`src/rtl/dsp_pkg.sv`:
```
// Shared widths, OPERATION selector strings and per-stage pipeline payload structs
// for the dsp pre-adder / multiplier / post-adder block.
package dsp_pkg;

  localparam int AB_W   = 18;
  localparam int PROD_W = 36;
  localparam int C_W    = 48;
  localparam int P_W    = 48;

  localparam string OP_ADD = "ADD";
  localparam string OP_SUB = "SUBTRACT";

  typedef struct packed {
    logic [AB_W-1:0] a;
    logic [AB_W-1:0] b;
    logic [AB_W-1:0] d;
    logic [C_W-1:0]  c;
  } s1_t;

  typedef struct packed {
    logic [AB_W-1:0] pre;
    logic [AB_W-1:0] a;
    logic [C_W-1:0]  c;
  } s2_t;

  // Product is held zero-extended to the post-adder width.
  typedef struct packed {
    logic [P_W-1:0] prod;
    logic [C_W-1:0] c;
  } s3_t;

endpackage

```
`src/rtl/dsp_pipe_reg.sv`:
```
// Generic pipeline register with synchronous active-high clear; 1 cycle latency.
// Loads every edge, no backpressure.
module dsp_pipe_reg #(
  parameter int W = 1
) (
  input  logic         clk,
  input  logic         clr,
  input  logic [W-1:0] d,
  output logic [W-1:0] q
);

  always_ff @(posedge clk) begin
    if (clr) q <= '0;
    else     q <= d;
  end

endmodule

```
`src/rtl/dsp.sv`:
```
// P = ((D op B) mod 2^18) * A + C mod 2^48 through four register stages; latency 4 cycles.
// Fully pipelined, one operation per cycle, no handshakes or backpressure.
module dsp
  import dsp_pkg::*;
#(
  parameter string OPERATION = OP_ADD
) (
  input  logic            clk,
  input  logic            rstn,
  input  logic [AB_W-1:0] A,
  input  logic [AB_W-1:0] B,
  input  logic [AB_W-1:0] D,
  input  logic [C_W-1:0]  C,
  output logic [P_W-1:0]  P
);

  s1_t s1_d, s1_q;
  s2_t s2_d, s2_q;
  s3_t s3_d, s3_q;

  logic [AB_W-1:0]   pre;
  logic [PROD_W-1:0] prod;
  logic [P_W-1:0]    post;

  assign s1_d = '{a: A, b: B, d: D, c: C};

  dsp_pipe_reg #(.W($bits(s1_t))) u_s1 (.clk(clk), .clr(rstn), .d(s1_d), .q(s1_q));

  // Pre-adder wraps at 18 bits in both modes; carry and borrow are dropped.
  if (OPERATION == OP_ADD) begin : g_add
    assign pre = s1_q.d + s1_q.b;
  end else if (OPERATION == OP_SUB) begin : g_sub
    assign pre = s1_q.d - s1_q.b;
  end else begin : g_bad
    assign pre = '0;
    $error("dsp: OPERATION must be ADD or SUBTRACT");
  end

  assign s2_d = '{pre: pre, a: s1_q.a, c: s1_q.c};

  dsp_pipe_reg #(.W($bits(s2_t))) u_s2 (.clk(clk), .clr(rstn), .d(s2_d), .q(s2_q));

  assign prod = PROD_W'(s2_q.pre) * PROD_W'(s2_q.a);
  assign s3_d = '{prod: P_W'(prod), c: s2_q.c};

  dsp_pipe_reg #(.W($bits(s3_t))) u_s3 (.clk(clk), .clr(rstn), .d(s3_d), .q(s3_q));

  assign post = s3_q.prod + s3_q.c;

  dsp_pipe_reg #(.W(P_W)) u_p (.clk(clk), .clr(rstn), .d(post), .q(P));

endmodule

```
`config.mk`:
```
export PLATFORM = sky130hd
export DESIGN_NAME = dsp
export DESIGN_NICKNAME = d
export VERILOG_FILES = /design/src/rtl/dsp_pkg.sv /design/src/rtl/dsp_pipe_reg.sv /design/src/rtl/dsp.sv
export SDC_FILE = /design/constraint.sdc
export NUM_CORES = 1
export LEC_CHECK = 0
export CORE_AREA = 2 2 201 203
export CTS_BUF_LIST = sky130_fd_sc_hd__clkbuf_8
export CTS_CLUSTER_DIAMETER = 100
export DETAILED_ROUTE_END_ITERATION = 8
export DIE_AREA = 0 0 203 205
export GPL_ROUTABILITY_DRIVEN = 0
export PLACE_DENSITY = 0.72
export SLEW_MARGIN = 20
export SYNTH_ARGS = -nofsm -noshare
export SYNTH_HDL_FRONTEND = slang
export SYNTH_SLANG_ARGS = --single-unit
```
`constraint.sdc`:
```
create_clock -name clk -period 7 [get_ports clk]
set_clock_uncertainty 0.15 [all_clocks]
set_input_delay 1.4 -clock clk [delete_from_list [all_inputs] [get_ports clk]]
set_output_delay 1.4 -clock clk [all_outputs]
set_load 0.03 [all_outputs]
```
**Word level (Yosys, flattened, before mapping)**

Cells that the tools add are included.
W data, S select, Z words.

- Output and inout port bits: 48
- Input port bits: 104
- Register bits: 330

- Add/subtract/negate cells: 2
- Multipliers: 1

Operators with widths:

| operator | count |
|---|---|
| $add A48 B48 Y48 | 1 |
| $mul A18 B18 Y36 | 1 |
| $add A18 B18 Y18 | 1 |

**Logic depth before layout (Yosys ltp)**

- Depth in word-level cells: 1
- Gate-level depth with buffers: 24

**Cells and area by module**

From an unflattened synthesis, not the netlist that was laid out.

- Cells, all modules: 2,390
- Area total of the unflattened synthesis: 22,789.4 sq um

Modules (own cells, without submodules):

| module | area each (sq um) | seq. area each (sq um) | times used | cells each |
|---|---|---|---|---|
| dsp | 13,850.8 | 0.0 | 1 | 1,695 |
| dsp_pipe_reg (u_s1) | 2,741.4 | 2,042.0 | 1 | 215 |
| dsp_pipe_reg (u_s3) | 2,600.0 | 1,921.8 | 1 | 202 |
| dsp_pipe_reg (u_s2) | 2,292.2 | 1,681.6 | 1 | 177 |
| dsp_pipe_reg (u_p) | 1,305.0 | 960.9 | 1 | 101 |

**Worst setup path before layout**

No wires, ideal clock.

- Kind: register -> register
- From: register u_s2.q[77]
- To: register u_s3.q[83]
- Period minus slack after synthesis: 6.112 ns
- Buffers on the path: 2
- Stages on the path, launching flop included: 22
- Slack: 0.888 ns
- Data arrival time: 5.841 ns
- Setup time: 0.121 ns
- Required time: 6.729 ns
- Cells stage by stage: dfxtp_1 -> clkbuf_1 -> clkbuf_1 -> nand2_1 -> fa_1 -> fa_1 -> fa_1 -> inv_1 -> fa_1 -> fa_1 -> inv_1 -> fa_1 -> inv_1 -> ha_1 -> a21o_1 -> a21o_1 -> a21oi_1 -> a31oi_1 -> a221oi_1 -> o31a_1 -> mux2i_1 -> nand3_1

- Longest elaborated chain between the ends: 1

Ends and longest elaborated chain:

| item | line | RTL |
|---|---|---|
| from (decl) | dsp_pipe_reg.sv:9 | `output logic [W-1:0] q` |
| from (signal assigned) | dsp_pipe_reg.sv:13 | `if (clr) q <= '0;` |
| from (signal assigned) | dsp_pipe_reg.sv:14 | `else q <= d;` |
| $mul A18 B18 Y36 | dsp.sv:43 | `assign prod = PROD_W'(s2_q.pre) * PROD_W'(s2_q.a);` |
| to (signal assigned) | dsp_pipe_reg.sv:13 |  |
| to (signal assigned) | dsp_pipe_reg.sv:14 |  |
| to (decl) | dsp_pipe_reg.sv:9 |  |

No other way between the ends.
A chain may end at the register's enable or synchronous reset.

**Worst setup path in the final report**

- From: register u_s2.q[77]
- To: register u_s3.q[82]

The elaborated chain is that of the path after synthesis.

==> flow_summary.yaml <==
logic_synthesis:
  synth-edff-count: 0
  syn_inst: 2323
  yosys.area_share.xor_xnor: 0.0301
  ys_ff_latch: 318
  synth_top_family_by_area: "adder cells"
  synth_ff_type: "dfxtp_1"
  yosys-mux-area-fraction: 0.00201
  synthTopCellsByCount: "dfxtp_1, inv_1, fa_1"
  seq_area_frac_synth: 0.292
  yosysWarnings: 0
  ys_types: 61
  synth_area_per_cell_um2: 9.40
  synth_compound_area_frac: 0.0758
  synth_simple_gate_area_frac: 0.198
  synth_area_leader_cell: "dfxtp_1"
  yosysTopAreaCellShare: 0.292
  synth-adder-area-share: 0.330
  synth_area_mm2: 0.0218
  yosysMostFrequentCell: "dfxtp_1"
  synth_nets: 2848
  synthTopCellsByArea: "dfxtp_1, fa_1, ha_1"
  async_flop_share: 0
timing:
  min_period_ns: 6.52
  maxClockFrequency_ghz: 0.153
  slew_headroom: 0.374
  setup-tns-final_ns: 0
  fin_ws_ns: 0.477
  finalCritPeriodShare: 0.932
  worst_slew_pin_slew_ns: 0.939
  finalHoldViolCount: 0
  slew_violations: 0
  setup_viol: 0
  rsz0062_at_grt: "false"
setup_path:
  path_class: "flop to flop"
  end_kind: "flop"
  cp_max_fo: 18
  slowest_stage: "dfxtp_1"
  crit_chain: "nand2_1 > fa_1 > inv_1 > fa_1 > fa_1 > fa_1 > fa_1 > inv_1 > fa_1 > inv_1 > ha_1 > and4_1 > a21oi_1 > o21ai_0 > nor3_1 > a21oi_1 > a311oi_1 > o21ai_0 > xnor2_1 > nor2_1"
  cp.required_ns: 7.31
  critPathArrivalTime_ns: 6.83
  crit_buf_inv: 3
  startpoint_type: "flop"
  cp_slowest_stage_delay_ns: 0.77
  crit_top_cell: "fa_1"
  crit_family: "adder cells"
cts:
  cts_root_buffer: "clkbuf_8"
  cts_tree: "done"
  clk_latency_ns: 0.61
  postCtsSetupRepairBufs: 0
  clk_pin_slew_ns: 0.06
  holdBufCountCts: 0
  cts.sinks: 318
  numCtsBuffers: 51
  clockBufferDepth: 3
  htreeDepth: 2
global_route:
  use_met1: 0.279
  grt_usage: 0.231
  grt_overflow: 0
  grt-busiest-layer: "met2"
  grt_pass1_vias: 16100
  met2_usage: 0.412
  use_met3: 0.0334
  grt_pass1_wl_um: 76800
  grt_max_degree: 159
  antenna_found_initial: 0
cells_and_area:
  finalNetCount: 2960
  layout.cells.non_filler: 3000
  fin_area_mm2: 0.0249
  drive_gt1_frac: 0.0489
  area_growth_pct: 14.2
  n_antenna_cell: 0
  fillers: 3296
drt:
  drt_iter0_drc: 1007
  totalWireLength_um: 45800
  vias_per_cell: 5.20
  wl_per_cell_um: 15.3
  ant_nets: 0
  dr.pass1.iters: 6
  drcViolationCount: 0
  vias: 15600
pwr:
  combinationalPowerShare: 0.197
  power_mw: 4.81
  clkPwrFrac: 0.381
  seqPwrFrac: 0.423
  swShare: 0.284
  power_density_mw_per_mm2: 193
  p_switching_mw: 1.37
  cellInternalPower_mw: 3.44
  ir_drop_uv: 182
  cellLeakagePower_nw: 11.8
floorplanning:
  core-area_mm2: 0.0394
  die_h_um: 205
  die_w_um: 203
  pin_count: 152
  initial_core_util: 0.554
  die-area_mm2: 0.0416
  fp-row-count: 73
place:
  pre_cts_ws_ns: 0.497
  io_buffers: 151
  dpl.hpwl_um: 36100
  dpl_cell_area_mm2: 0.0237
  dp.cells: 2907
worst_hold_path:
  hold_class: "flop to flop"
run_status:
  status: "completed"
job:
  max_cap_violations: 0
-- layout make-up --
class	instances	area [µm²]	share of cell area
clock buffers	68	936	0.0375
inverters	312	1170	0.0470
flip-flops and latches	318	6370	0.256
clock inverters	25	289	0.0116
multi-input cells	1588	13900	0.557
repair buffers	164	1610	0.0648
well taps	525	657	0.0264
-- worst paths after layout --
kind	start	endpoint	slack (ns)	cells after the start
max reg2reg	u_s2.q[77]	u_s3.q[82]	0.48	20
min reg2reg	u_s2.q[1]	u_s3.q[1]	0.26	1
max	u_s2.q[77]	u_s3.q[82]	0.48	20
min	u_s2.q[1]	u_s3.q[1]	0.26	1
-- kinds of logic (layout without fill, tap and decap cells) --
| group | Yosys count | after routing |
|---|---|---|
| flip-flops | 318 | 318 |
| AND/OR/NAND/NOR | 841 | 841 |
| multiplexers | 4 | 4 |
| AO/OA/AOI/OAI | 247 | 247 |
| XOR/XNOR | 75 | 75 |
| adder cells (fa/ha/maj) | 421 | 421 |
| buffers and inverters | 417 | 569 |
-- flip-flops by register name (all words and copies together) (netlist names) --
signal and flops:
u_s2.q 84, u_s1.q 102, u_p.q 48, u_s3.q 84
-- routing by layer --
metal / share of wire / wire, µm / up-vias
met5: 0 / 0 / -
met4: 0.039 / 1800 / 0
met2: 0.51 / 23400 / 494
met1: 0.40 / 18300 / 7501
li1: - / - / 7490
met3: 0.050 / 2280 / 124
-- metrics by stage --
step | hold WS [ns] | utilization
floorplan | 0.264 | -
global placement | 0.267 | 0.602
detailed placement | 0.270 | 0.602
CTS | 0.267 | 0.633
global route | 0.298 | 0.633
finish | 0.264 | 0.633
-- cells in the final DEF (no fill, tap or decap), types with 6 or more instances in the layout --
master	n
a211oi_1	11
a21o_1	53
a21oi_1	70
a31oi_1	6
and2_1	135
and3_1	10
buf_4	13
bufinv_16	6
clkbuf_8	68
clkdlybuf4s50_1	150
clkinv_2	7
dfxtp_1	314
fa_1	258
ha_1	163
inv_1	318
nand2_1	246
nand2b_1	9
nand3_1	23
nand4_1	19
nor2_1	113
nor2b_1	238
nor3_1	25
o21a_1	10
o21ai_0	41
o21bai_1	9
or3_1	7
xnor2_1	47
xor2_1	28
-- repair_timing --
action                     4_1_cts  5_1_grt
setup endpoints to repair        0        2
resized for setup                0        4
hold endpoints to repair         0        0
-- power groups by stage --
| stage | Sequential [mW] | Combinational (mW) | Clock [mW] |
|---|---|---|---|
| floorplan | 2.04 | 0.657 | 0 |
| global placement | 2.07 | 0.930 | 0 |
| detailed placement | 2.07 | 0.950 | 0 |
| CTS | 2.03 | 0.956 | 1.88 |
| global route | 2.05 | 1.07 | 1.97 |
| finish | 2.03 | 0.945 | 1.83 |
Power figures use the tool's default switching activity.
